==> config.mk <==
export PLATFORM = sky130hd
export DESIGN_NAME = u409_cia_cycle
export DESIGN_NICKNAME = d
export VERILOG_FILES = /design/src/rtl/u409_cia_cycle.sv
export SDC_FILE = /design/constraint.sdc
export NUM_CORES = 1
export LEC_CHECK = 0
export ABC_AREA = 1
export CAP_MARGIN = 15
export CORE_AREA = 2 2 46 48
export CTS_CLUSTER_DIAMETER = 200
export CTS_CLUSTER_SIZE = 24
export DETAILED_ROUTE_END_ITERATION = 16
export DIE_AREA = 0 0 48 50
export PLACE_DENSITY_LB_ADDON = 0.12
export SLEW_MARGIN = 30
export SYNTH_ARGS = -nofsm -noshare
export SYNTH_HDL_FRONTEND = slang
export SYNTH_SLANG_ARGS = --single-unit
==> constraint.sdc <==
create_clock -name CLK40 -period 3.6 [get_ports CLK40]
set_input_delay 1.08 -clock CLK40 [delete_from_list [all_inputs] [get_ports CLK40]]
set_output_delay 1.08 -clock CLK40 [all_outputs]
set_load 0.1 [all_outputs]
==> src/rtl/u409_cia_cycle.sv <==
// CIA bus-cycle sequencer: derives the C7M/10 E clock and frames CPU accesses
// to the CIA space so the access window lines up with a full ECLK-high phase.
module u409_cia_cycle (
    input  logic CLK40,
    input  logic RESET,
    input  logic C7M_RISE,
    input  logic TS_n,
    input  logic CIA_SPACE,
    output logic ECLK,
    output logic CIA_ENABLE,
    output logic TA_n,
    output logic CIA_BUSY
);

    typedef enum logic [1:0] {
        IDLE   = 2'd0,
        SYNC   = 2'd1,
        ACTIVE = 2'd2,
        TERM   = 2'd3
    } state_t;

    state_t     state;
    state_t     state_next;
    logic [3:0] ecnt;
    logic [3:0] ecnt_next;
    logic       eclk_next;

    // Out-of-range counts collapse to 0 so a corrupted counter recovers in one strobe.
    always_comb begin
        ecnt_next = ecnt;
        if (C7M_RISE) begin
            ecnt_next = (ecnt >= 4'd9) ? 4'd0 : ecnt + 4'd1;
        end
        eclk_next = (ecnt_next >= 4'd6) && (ecnt_next <= 4'd9);
    end

    always_comb begin
        state_next = state;
        case (state)
            IDLE:    if (!TS_n && CIA_SPACE)           state_next = SYNC;
            SYNC:    if (C7M_RISE && ecnt == 4'd2)     state_next = ACTIVE;
            ACTIVE:  if (C7M_RISE && ecnt == 4'd9)     state_next = TERM;
            TERM:                                      state_next = IDLE;
            default:                                   state_next = IDLE;
        endcase
    end

    // Outputs are registered from the next-state values so they track the state exactly.
    always_ff @(posedge CLK40) begin
        if (RESET) begin
            ecnt       <= 4'd0;
            state      <= IDLE;
            ECLK       <= 1'b0;
            CIA_ENABLE <= 1'b0;
            TA_n       <= 1'b1;
            CIA_BUSY   <= 1'b0;
        end else begin
            ecnt       <= ecnt_next;
            state      <= state_next;
            ECLK       <= eclk_next;
            CIA_ENABLE <= (state_next == ACTIVE);
            TA_n       <= (state_next != TERM);
            CIA_BUSY   <= (state_next != IDLE);
        end
    end

endmodule

==> flow_metrics.py, run 1 <==
metrics = {
    "routing": {
        "met1_length_um": 427,
        "first_iter_violations": 4,
        "wire_per_inst_um": 8.04,
        "drt_pass1_iterations": 3,
        "viasPerCell": 4.08,
        "ant_nets": 0,
        "dr.max_layer_used": "met4",
        "routed-via-count": 461,
        "dr_wl_met2_um": 429,
        "drc": 0,
        "wl_met3_um": 33,
        "wl_um": 909,
    },
    "yosys": {
        "synth_compound_area_frac": 0.0541,
        "ys_ff_latch": 10,
        "synth_fa_ha_area_frac": 0.0941,
        "yosys.area_share.simple": 0.369,
        "yosysSeqAreaShare": 0.376,
        "synth_fp_nets": 84,
        "synth_top_family_by_area": "simple AND/OR/NAND/NOR gates",
        "syn_inst": 75,
        "yosys.area_share.xor_xnor": 0,
        "muxShareOfSynthArea": 0,
        "yosys_warnings": 0,
        "ys_types": 17,
        "synth.avg_cell_area_um2": 7.09,
        "synth_area_um2": 532,
    },
    "sta": {
        "fin_setup_tns_ps": 0,
        "rsz0062_at_grt": "no",
        "worst_pin_slew_ps": 308,
        "slew_violations": 0,
        "period_minus_slack_ps": 2100,
        "max_slew_margin": 0.794,
        "fin_ws_ps": 1500,
        "achievable-frequency_mhz": 476,
        "setup_violations": 0,
        "finalCritPeriodShare": 0.584,
        "skew_ps": 0.769,
        "finalHoldViolCount": 0,
    },
    "final_layout": {
        "layout.nets": 96,
        "synthToLayoutAreaGrowth_pct": 24.2,
        "fillers": 211,
        "utilization": 0.347,
        "antenna_cells": 0,
        "drive_gt1_frac": 0.186,
        "design_area_um2": 661,
    },
    "clocking": {
        "cts_tree": "yes",
        "cts_root_buf": "clkbuf_4",
        "htreeDepth": 1,
        "cts_setup_buffers": 0,
        "clock_latency_ps": 260,
        "postCtsResizedCells": 0,
        "cts_made_buffers": 3,
        "clockBufferDepth": 2,
        "ctsHoldBuffers": 0,
        "clkTransAtPathRegs_ps": 70,
        "clock_sinks": 10,
    },
    "setup_path": {
        "crit_type": "input port to register",
        "critPathMaxStageDelay_ps": 650,
        "worstSetupStartpointType": "input port",
        "path_delay_family": "buffers and inverters",
        "cp_num_buf_inv": 1,
        "crit_fanout": 10,
        "crit_arrival_ps": 2260,
        "crit_required_ps": 3750,
        "endpoint_kind": "register",
        "path_cells": "clkdlybuf4s50_1 -> nand2_1 -> o21ai_2 -> nand2_1 -> nand3_1 -> nand2_1",
        "crit_top_cell": "nand2_1",
        "crit_slowest_cell": "clkdlybuf4s50_1",
    },
    "worst_hold_path": {
        "hp-class": "register to register",
    },
    "status": {
        "status": "complete, no violations",
    },
    "floorplanning": {
        "dieArea_mm2": 0.00240,
        "core_mm2": 0.00190,
        "dieWidth_um": 48,
        "start_util": 0.280,
        "dieHeight_um": 50,
        "num_io_pins": 9,
        "rows": 16,
    },
    "global_routing": {
        "grt_first_pass_wirelength_um": 1640,
        "overflow": 0,
        "grt_max_degree": 11,
        "grt_pass1_vias": 397,
        "grtUsageTotal": 0.0978,
        "antenna_found_initial": 0,
    },
    "power_and_ir_drop": {
        "p_leak_nw": 0.321,
        "power_density_mw_per_mm2": 388,
        "power_mw": 0.256,
        "ir_drop_mv": 0.122,
    },
    "place": {
        "post_dp_cell_area_um2": 624,
        "io_buffers": 8,
        "globalplace.congestion": 0.823,
        "dp_hpwl_um": 760,
        "pre_cts_slack_ps": 1220,
    },
    "run": {
        "max-cap-violations": 0,
    },
}
sequential cells by signal, summed over array words and instances, names as in the netlist:
name,cells
ecnt,4
state,2
CIA_BUSY,1
CIA_ENABLE,1
ECLK,1
TA_n,1
where the power goes:
| group | total [mW] | internal (mW) | switching (mW) |
|---|---|---|---|
| combinational | 0.0374 | 0.0134 | 0.0241 |
| sequential | 0.119 | 0.115 | 0.00414 |
| clock | 0.0999 | 0.0613 | 0.0386 |
worst paths after layout:
kind / end / depth (start not counted) / slack [ps] / start
worst min register to register: ecnt[0] / 2 / 600 / ecnt[0]
worst max-delay path: CIA_BUSY / 6 / 1500 / C7M_RISE
worst min-delay path: ecnt[0] / 2 / 600 / ecnt[0]
worst max register to register: ECLK / 9 / 2260 / ecnt[1]
cells by family after synthesis:
family,count (synthesis)
flip-flops,10
buffers and inverters,13
adder cells (fa/ha/maj),4
AND/OR/NAND/NOR,43
AO/OA/AOI/OAI,5
stage by stage:
step           std cells  hold slack, ps
3_5_place_dp         109             599
6_report             113             601
4_1_cts              113             610
5_1_grt              113             635
3_3_place_gp         109             598
2_1_floorplan         75             556
area by class of cell:
type	count	area, um^2	area share
clock buffers	4	36.3	0.0549
inverters	12	45.0	0.0682
multi-input cells	52	275	0.417
flip-flops and latches	10	200	0.303
well taps	27	33.8	0.0511
repair buffers	8	70.1	0.106
worst min-delay path: cells and delay by family, from the launching register on:
| kind | cells | cell delay [ps] |
|---|---|---|
| flip-flops | 1 | 360 |
| AND/OR/NAND/NOR | 2 | 190 |
Yosys cell counts (all sizes together):
library cell | number | area share
nor2 | 9 | 0.078
buf | 1 | 0.021
nand2 | 25 | 0.19
inv | 11 | 0.078
o21ai | 2 | 0.026
nand4 | 2 | 0.024
clkinv | 1 | 0.0071
or2 | 1 | 0.012
nand3 | 5 | 0.047
dfxtp | 10 | 0.38
ha | 4 | 0.094
a21oi | 3 | 0.028
nor3b | 1 | 0.024
layout by cell type (no fill, tap or decap), drive strengths merged, types with 2 or more instances in the layout:
| cell | n |
|---|---|
| dfxtp | 10 |
| clkdlybuf4s50 | 4 |
| nor2 | 9 |
| nand2 | 25 |
| clkbuf | 4 |
| inv | 11 |
| buf | 4 |
| nand3 | 5 |
| a21oi | 3 |
| nand4 | 2 |
| ha | 4 |
| o21ai | 2 |
layer usage:
layer | up-vias | global-route usage
li1 | 251 | -
met1 | 200 | 0.122
met2 | 8 | 0.142
met3 | 2 | 0.0220
met4 | 0 | 0.0676
met5 | - | 0
(Power assumes the default switching activity.)
==> run 2, diff against run 1 <==
- clock period: 3.6 -> 2 ns (I/O delays scaled with it)
==> flow_metrics.py, run 2 (synthesized netlist as in run 1, its figures left out) <==
metrics = {
    "setup_path": {
        "r2r_end": "ECLK",
        "r2r_start": "ecnt[1]",
        "setup.worst_path.start": "C7M_RISE",
        "endpoint_kind": "register",
        "crit_type": "input port to register",
        "crit_fanout": 10,
        "crit_required_ps": 2160,
        "endpoint": "ECLK",
        "worstSetupStartpointType": "input port",
        "crit_arrival_ps": 1760,
        "r2r_cells": 9,
        "rrSetupSlack_ps": 660,
    },
    "global_routing": {
        "antenna_found_initial": 0,
        "overflow": 0,
        "grt_pass1_vias": 418,
        "grt_max_degree": 11,
        "grtUsageTotal": 0.103,
        "grt_first_pass_wirelength_um": 1700,
    },
    "final_layout": {
        "mostFrequentLayoutCells": "nand2_1 (23), dfxtp_1 (10), inv_1 (10), nor2_1 (6), nand3_1 (5)",
        "layout.nets": 96,
        "largest_register": "ecnt",
        "fillers": 206,
        "design_area_um2": 711,
        "layout_commonest_cell": "nand2_1",
        "layoutNonFillerInstCount": 113,
        "synthToLayoutAreaGrowth_pct": 33.6,
        "antenna_cells": 0,
        "largest_reg_flops": 4,
        "largestRegisters": "ecnt: 4 flops, state: 2 flops",
        "drive_gt1_frac": 0.186,
    },
    "worst_hold_path": {
        "hp-class": "register to register",
        "whs_path_depth": 2,
    },
    "sta": {
        "max_slew_margin": 0.803,
        "skew_ps": 0.482,
        "setup_violations": 0,
        "period_minus_slack_ps": 1600,
        "fin_ws_ps": 403,
        "rsz0062_at_grt": "no",
        "fin_setup_tns_ps": 0,
        "finalHoldViolCount": 0,
        "slew_violations": 0,
        "worst_pin_slew_ps": 294,
        "achievable-frequency_mhz": 626,
        "finalCritPeriodShare": 0.798,
    },
    "routing": {
        "ant_nets": 0,
        "wl_um": 941,
        "routed-via-count": 446,
        "drc": 0,
        "first_iter_violations": 7,
        "drt_pass1_iterations": 4,
        "viasPerCell": 3.95,
        "wire_per_inst_um": 8.33,
    },
    "place": {
        "io_buffers": 8,
        "post_dp_cell_area_um2": 674,
        "globalplace.congestion": 0.826,
        "placed_cells": 109,
        "dp_hpwl_um": 764,
        "pre_cts_slack_ps": 115,
    },
    "clocking": {
        "ctsHoldBuffers": 0,
        "postCtsResizedCells": 0,
        "cts_root_buf": "clkbuf_4",
        "clock_latency_ps": 260,
        "clkTransAtPathRegs_ps": 70,
        "htreeDepth": 1,
        "cts_setup_buffers": 0,
        "clockBufferDepth": 2,
        "cts_made_buffers": 3,
        "cts_tree": "yes",
        "clock_sinks": 10,
    },
    "floorplanning": {
        "start_util": 0.280,
        "dieHeight_um": 50,
        "num_io_pins": 9,
        "dieArea_mm2": 0.00240,
        "dieWidth_um": 48,
        "rows": 16,
        "core_mm2": 0.00190,
    },
    "power_and_ir_drop": {
        "p_leak_nw": 0.336,
        "ir_drop_mv": 0.272,
        "power_density_mw_per_mm2": 658,
        "power_mw": 0.468,
    },
    "run": {
        "max-cap-violations": 0,
    },
    "status": {
        "status": "complete, no violations",
    },
}
-- run 2: cell count changes in the layout (fill, tap and decap cells not counted) --
cell / previous run / this run
buf_12: 0 / 4
buf_4: 4 / 0
-- run 2: critical path, cell delays in order --
cell and delay [ps]:
clkdlybuf4s50_1 640, nand2_1 100, nor2_1 130, nand2_1 60, nand2_1 70, nor2_2 40, nand2_1 60, nand2_1 40
-- run 2: stage by stage --
stage	hold slack, ps	utilization
floorplan	556	-
global placement	603	0.355
detailed placement	601	0.355
CTS	611	0.374
global route	643	0.374
finish	599	0.374
-- run 2: layer usage --
layer / GRT usage / wire (um) / up-vias
met1: 0.119 / 435 / 185
li1: - / - / 251
met3: 0.0220 / 23 / 2
met2: 0.156 / 454 / 8
met5: 0 / 0 / -
met4: 0.0811 / 27 / 0
-- run 2: worst min-delay path by stage --
stage / startpoint / endpoint / slack [ps]
4_1_cts: ecnt[0] / ecnt[0] / 610
6_report: ecnt[0] / ecnt[0] / 600
3_3_place_gp: ecnt[0] / ecnt[0] / 600
5_1_grt: ecnt[0] / ecnt[0] / 640
3_5_place_dp: ecnt[0] / ecnt[0] / 600
2_1_floorplan: state[1] / TA_n / 560
-- run 2: where the power goes --
part | switching [mW] | internal [mW] | leakage [nW] | total (mW)
clock | 0.0695 | 0.110 | 0.0210 | 0.180
sequential | 0.00886 | 0.207 | 0.0815 | 0.216
combinational | 0.0431 | 0.0294 | 0.234 | 0.0724
total | 0.121 | 0.346 | 0.336 | 0.468
-- run 2: final cells by class --
| class | count | area, um^2 | area share |
|---|---|---|---|
| clock buffers | 4 | 36.3 | 0.0511 |
| inverters | 12 | 45.0 | 0.0634 |
| multi-input cells | 52 | 275 | 0.387 |
| flip-flops and latches | 10 | 200 | 0.282 |
| well taps | 27 | 33.8 | 0.0475 |
| repair buffers | 8 | 120 | 0.169 |
